--- src/rtl/codec_intf_if.sv ---
// Parallel sample interface between the codec serial port and the filter bank.
// The codec side (master) produces ADC words and vld; the filter side returns DAC words.
interface codec_intf_if #(
    parameter int DW = 16
);
    logic signed [DW-1:0] lft_in;
    logic signed [DW-1:0] rht_in;
    logic                 vld;
    logic signed [DW-1:0] lft_out;
    logic signed [DW-1:0] rht_out;

    modport master (
        output lft_in,
        output rht_in,
        output vld,
        input  lft_out,
        input  rht_out
    );

    modport slave (
        input  lft_in,
        input  rht_in,
        input  vld,
        output lft_out,
        output rht_out
    );
endinterface

--- src/rtl/codec_intf.sv ---
// CS4272 serial audio port: clock generation, codec reset hold, I2S receive/transmit.
// One 11-bit counter defines the whole frame; every serial event is decoded from it.
module codec_intf #(
    parameter int DW         = 16,
    parameter int RST_FRAMES = 1
) (
    input  logic         clk,
    input  logic         rst_n,
    output logic         MCLK,
    output logic         SCLK,
    output logic         LRCLK,
    output logic         RSTn,
    input  logic         SDout,
    output logic         SDin,
    codec_intf_if.master dp
);

    localparam int             FW        = (RST_FRAMES > 1) ? $clog2(RST_FRAMES) : 1;
    localparam logic [FW-1:0]  FRM_LAST  = FW'(RST_FRAMES - 1);
    localparam logic [4:0]     LAST_SLOT = 5'(DW);

    logic [10:0]   cnt_reg;
    logic [FW-1:0] frm_reg;
    logic [FW-1:0] frm_next;
    logic          rstn_reg;
    logic          rstn_next;
    logic [DW-1:0] rx_reg;
    logic [DW-1:0] rx_next;
    logic [DW-1:0] tx_reg;
    logic [DW-1:0] tx_next;
    logic          sdin_reg;
    logic          sdin_next;
    logic          vld_reg;
    logic          vld_next;
    logic [DW-1:0] in_reg  [2];
    logic [DW-1:0] buf_reg [2];
    logic [DW-1:0] out_word[2];

    logic [4:0]    slot;
    logic          half;
    logic          sclk_rise;
    logic          sclk_fall;
    logic          rx_slot;
    logic          cap_evt;
    logic [DW-1:0] rx_word;

    assign slot      = cnt_reg[9:5];
    assign half      = cnt_reg[10];
    assign sclk_rise = (cnt_reg[4:0] == 5'h0F);
    assign sclk_fall = (cnt_reg[4:0] == 5'h1F);
    assign rx_slot   = (slot != 5'd0) && (slot <= LAST_SLOT);
    assign cap_evt   = sclk_rise && (slot == LAST_SLOT);
    assign rx_word   = (rx_reg << 1) | DW'(SDout);

    assign out_word[0] = dp.lft_out;
    assign out_word[1] = dp.rht_out;

    // Clock pins come straight from counter flops so they cannot glitch.
    assign MCLK      = cnt_reg[1];
    assign SCLK      = cnt_reg[4];
    assign LRCLK     = cnt_reg[10];
    assign RSTn      = rstn_reg;
    assign SDin      = sdin_reg;
    assign dp.vld    = vld_reg;
    assign dp.lft_in = in_reg[0];
    assign dp.rht_in = in_reg[1];

    always_comb begin
        frm_next  = frm_reg;
        rstn_next = rstn_reg;
        rx_next   = rx_reg;
        tx_next   = tx_reg;
        sdin_next = sdin_reg;
        vld_next  = cap_evt && half && rstn_reg;

        if ((cnt_reg == 11'h7FF) && !rstn_reg) begin
            if (frm_reg == FRM_LAST) begin
                rstn_next = 1'b1;
            end else begin
                frm_next = frm_reg + 1'b1;
            end
        end

        if (sclk_rise && rx_slot) begin
            rx_next = rx_word;
        end

        // Data changes on SCLK fall so the codec sees it stable on the next rise.
        if (sclk_fall) begin
            if (slot == 5'd0) begin
                tx_next   = half ? buf_reg[1] : buf_reg[0];
                sdin_next = tx_next[DW-1];
            end else if (slot < LAST_SLOT) begin
                tx_next   = tx_reg << 1;
                sdin_next = tx_next[DW-1];
            end else begin
                sdin_next = 1'b0;
            end
        end
    end

    always_ff @(posedge clk or negedge rst_n) begin
        if (!rst_n) begin
            cnt_reg  <= '0;
            frm_reg  <= '0;
            rstn_reg <= 1'b0;
            rx_reg   <= '0;
            tx_reg   <= '0;
            sdin_reg <= 1'b0;
            vld_reg  <= 1'b0;
        end else begin
            cnt_reg  <= cnt_reg + 11'd1;
            frm_reg  <= frm_next;
            rstn_reg <= rstn_next;
            rx_reg   <= rx_next;
            tx_reg   <= tx_next;
            sdin_reg <= sdin_next;
            vld_reg  <= vld_next;
        end
    end

    // Buffers load on vld, which lands after the right word has been latched into tx_reg.
    always_ff @(posedge clk or negedge rst_n) begin
        if (!rst_n) begin
            for (int ch = 0; ch < 2; ch++) begin
                in_reg[ch]  <= '0;
                buf_reg[ch] <= '0;
            end
        end else begin
            for (int ch = 0; ch < 2; ch++) begin
                if (cap_evt && (half == (ch == 1))) begin
                    in_reg[ch] <= rx_word;
                end
                if (vld_reg) begin
                    buf_reg[ch] <= out_word[ch];
                end
            end
        end
    end

endmodule

--- src/flat_wrapper.sv ---
// flat-port wrapper written by rule: the top's interface ports become plain ports
module codec_intf_flat 
#(
    parameter int DW         = 16,
    parameter int RST_FRAMES = 1
)
  (clk, rst_n, MCLK, SCLK, LRCLK, RSTn, SDout, SDin, dp_lft_in, dp_rht_in, dp_vld, dp_lft_out, dp_rht_out);
  codec_intf_if #(.DW(DW)) dp_i ();
  input  logic clk;
  input  logic rst_n;
  output logic MCLK;
  output logic SCLK;
  output logic LRCLK;
  output logic RSTn;
  input  logic SDout;
  output logic SDin;
  output wire logic [$bits(dp_i.lft_in)-1:0] dp_lft_in;
  output wire logic [$bits(dp_i.rht_in)-1:0] dp_rht_in;
  output wire logic [$bits(dp_i.vld)-1:0] dp_vld;
  input wire logic [$bits(dp_i.lft_out)-1:0] dp_lft_out;
  input wire logic [$bits(dp_i.rht_out)-1:0] dp_rht_out;
  assign dp_lft_in = dp_i.lft_in;
  assign dp_rht_in = dp_i.rht_in;
  assign dp_vld = dp_i.vld;
  assign dp_i.lft_out = dp_lft_out;
  assign dp_i.rht_out = dp_rht_out;
  codec_intf #(.DW(DW), .RST_FRAMES(RST_FRAMES)) u_core (.clk(clk), .rst_n(rst_n), .MCLK(MCLK), .SCLK(SCLK), .LRCLK(LRCLK), .RSTn(RSTn), .SDout(SDout), .SDin(SDin), .dp(dp_i));
endmodule
--- config.mk ---
export PLATFORM = sky130hd
export DESIGN_NAME = codec_intf_flat
export DESIGN_NICKNAME = d
export VERILOG_FILES = /design/src/rtl/codec_intf_if.sv /design/src/rtl/codec_intf.sv /design/src/flat_wrapper.sv
export SDC_FILE = /design/constraint.sdc
export NUM_CORES = 1
export LEC_CHECK = 0
export CAP_MARGIN = 20
export CORE_MARGIN = 2
export CORE_UTILIZATION = 50
export DETAILED_ROUTE_END_ITERATION = 7
export GPL_TIMING_DRIVEN = 1
export MAX_ROUTING_LAYER = met4
export PLACE_DENSITY = 0.77
export SLEW_MARGIN = 40
export SYNTH_ARGS = -nofsm -noshare
export SYNTH_HDL_FRONTEND = slang
export SYNTH_SLANG_ARGS = --single-unit
--- constraint.sdc ---
create_clock -name clk -period 3.7 [get_ports clk]
set_input_delay 0.37 -clock clk [delete_from_list [all_inputs] [get_ports clk]]
set_output_delay 0.37 -clock clk [all_outputs]
set_load 0.05 [all_outputs]
==> impl_metrics.csv <==
group,metric,value,unit
finish,area_delta_synth_final,22.0,%
routing,drt_iter0_markers,49,
logic_synthesis,synthTopCellsByArea,"dfrtp_1 (60%), mux2_2 (23%), mux2i_1 (3.1%)",
floorplanning,die_w,98.6,microns
floorplanning,rows,34,
cts,cts.sinks,108,
logic_synthesis,synth_edf_count,0,
logic_synthesis,synth-seq-cells,108,
finish,fin_util,62.9,%
critical_path,crit_type,"flip-flop to output pin",
logic_synthesis,synth_flop_cell,"dfrtp_1",
critical_path,ff2ff_path_depth,5,
floorplanning,core,8680,sq um
place,placed_cell_area,5260,sq um
global_route,grt_use_total,17.2,%
cts,h-tree-depth,3,
finish,design_area,5460,sq um
critical_path,ff2ff_setup_slack,1.69,ns
global_route,grt_max_degree,67,
floorplanning,die_y,98.6,microns
logic_synthesis,ys_types,27,
critical_path,endpoint_kind,"output pin",
finish,largest_reg_flops,32,
critical_path,r2r_end,"u_core.tx_reg[11]$_DFFE_PN0P_",
routing,first_pass_iters,4,
sta,finalCritPeriodShare,63.0,%
floorplanning,io_pins,73,
logic_synthesis,synthTopCellsByCount,"dfrtp_1 (108), mux2_2 (92), nor2_1 (17)",
status,violations,"negative hold slack",
sta,slew_headroom,61.0,%
worst_hold_path,min_path_type,"primary input to async pin",
routing,vias,2603,
power,p_per_area,357,nW/um^2
place,place_hpwl,5030,microns
finish,fin_cells,489,
critical_path,timing.critical_path.required,3.33,ns
logic_synthesis,synth_top_area_share,60.4,%
global_route,overflow,0,
place,port_buffers,72,
logic_synthesis,avgSynthCellArea,14.8,sq um
critical_path,cp.arrival,1.96,ns
logic_synthesis,seq_area_frac_synth,60.4,%
sta,hold_viol,62,
finish,fill_cells,661,
sta,slew_viol_final,0,
critical_path,cp-start-kind,"flip-flop",
cts,post_cts_buffers,0,
cts,clk_latency,0.37,ns
routing,wl_per_cell,15.8,microns
sta,setup_violations,0,
sta,holdWs,-0.0246,ns
routing,vias_per_cell,5.32,
job,cap_violations,0,
logic_synthesis,ys_async_sr_fraction,100,%
routing,antenna_left,0,
logic_synthesis,syn-num-nets,342,
sta,worstMarginPinSlew,0.585,ns
routing,drc,0,
logic_synthesis,synth.largest_area_cell,"dfrtp_1",
finish,drive_gt1_share,31.8,%
finish,nNetsFinal,416,
logic_synthesis,synth_cells,302,
sta,finalSetupTns,0,ns
cts,cts_tree,"built",
global_route,first_global_vias,2737,
global_route,antenna_found_initial,0,
floorplanning,die_area,9720,sq um
sta,clock_skew,0.0127,ns
critical_path,crit_fanout,33,
logic_synthesis,synth_warnings,0,
sta,min_period,2.33,ns
cts,root_buffer,"clkbuf_8",
critical_path,reg2reg_from,"u_core.cnt_reg[5]$_DFF_PN0_",
routing,drt-total-wl,7720,microns
sta,fmax,429,MHz
cts,cts_buffer_depth,2,
status,status,"finished, violations left",
cts,clk_pin_slew,0.10,ns
finish,antenna_cells,0,
floorplanning,start_util,51.6,%
cts,ctsHoldBuffers,0,
place,gp_congestion,0.725,
power,power.leakage,0.00261,uW
power,peakVddDrop,0.268,mV
logic_synthesis,synth.most_common_cell,"dfrtp_1",
place,dp_cells,473,
cts,cts_resized,0,
sta,rsz0062_at_grt,"no",
global_route,grt_pass1_wl,13100,microns
logic_synthesis,syn_area,4470,sq um
cts,cts_inserted_buffers,9,
-- how the worst max path moves through the flow --
stage | start | to | slack [ns] | cells past startpoint
3_5_place_dp | u_core.cnt_reg[5]$_DFF_PN0_ | u_core.tx_reg[11]$_DFFE_PN0P_ | 1.72 | 5
5_1_grt | u_core.dp.vld$_DFF_PN0_ | dp_vld | 1.29 | 2
6_report | u_core.dp.vld$_DFF_PN0_ | dp_vld | 1.37 | 2
2_1_floorplan | u_core.cnt_reg[1]$_DFF_PN0_ | u_core.rx_reg[10]$_DFFE_PN0P_ | 1.62 | 6
4_1_cts | u_core.dp.vld$_DFF_PN0_ | dp_vld | 1.35 | 2
3_3_place_gp | u_core.cnt_reg[5]$_DFF_PN0_ | u_core.tx_reg[11]$_DFFE_PN0P_ | 1.75 | 5
-- cell usage in the layout, fill, tap and decap left out, types with 3 or more instances in the layout --
| cell | count |
|---|---|
| clkdlybuf4s50_1 | 71 |
| nand3_1 | 3 |
| mux2i_1 | 14 |
| inv_1 | 4 |
| buf_4 | 5 |
| nor2_1 | 17 |
| and4_1 | 3 |
| inv_6 | 3 |
| a21oi_1 | 15 |
| mux2_2 | 92 |
| xnor2_1 | 7 |
| ha_1 | 5 |
| dfrtp_1 | 108 |
| clkbuf_8 | 9 |
-- report_power, final --
| group | total [uW] | internal (uW) | leakage (uW) | switching (uW) |
|---|---|---|---|---|
| logic | 68.9 | 36.2 | 0.00103 | 32.6 |
| clock network | 693 | 264 | 0.0000955 | 429 |
| registers | 1180 | 1180 | 0.00149 | 1.73 |
-- cell families (layout without fill, tap and decap cells) --
kind of cell | after synthesis | after routing | synth area share (%)
multiplexers | 109 | 109 | 27.1
AO/OA/AOI/OAI | 19 | 19 | 2.49
AND/OR/NAND/NOR | 33 | 33 | 4.14
buffers and inverters | 20 | 99 | 2.88
XOR/XNOR | 8 | 8 | 1.57
adder cells (fa/ha/maj) | 5 | 5 | 1.40
flip-flops | 108 | 108 | 60.4
-- final cells by class --
class / count / area, sq um / share of cell area [%]
multi-input combinational: 174 / 1640 / 30.1
clock inverter: 7 / 70.1 / 1.28
tap: 108 / 135 / 2.48
sequential: 108 / 2700 / 49.5
timing repair buffer: 77 / 759 / 13.9
inverter: 6 / 22.5 / 0.413
clock buffer: 9 / 124 / 2.27
-- metal layers --
metal	part of all wire [%]	global-route usage [%]	wire length (microns)
met1	46	22.6	3570
met5	0	-	0
met3	6.7	5.18	517
met4	1.2	4.74	93
met2	46	26.5	3530
-- critical path, cell delays in order, from the launching register on --
cell and delay (ns):
dfrtp_1 0.33, buf_4 0.36, clkdlybuf4s50_1 0.88
-- metrics by stage --
| step | worst slack, ns | total power, uW |
|---|---|---|
| CTS | 1.35 | 1970 |
| finish | 1.37 | 1950 |
| detailed placement | 1.72 | 1280 |
| global route | 1.29 | 2030 |
| global placement | 1.75 | 1280 |
| floorplan | 1.62 | 1210 |
No activity file was read; power rests on OpenSTA's default activity.
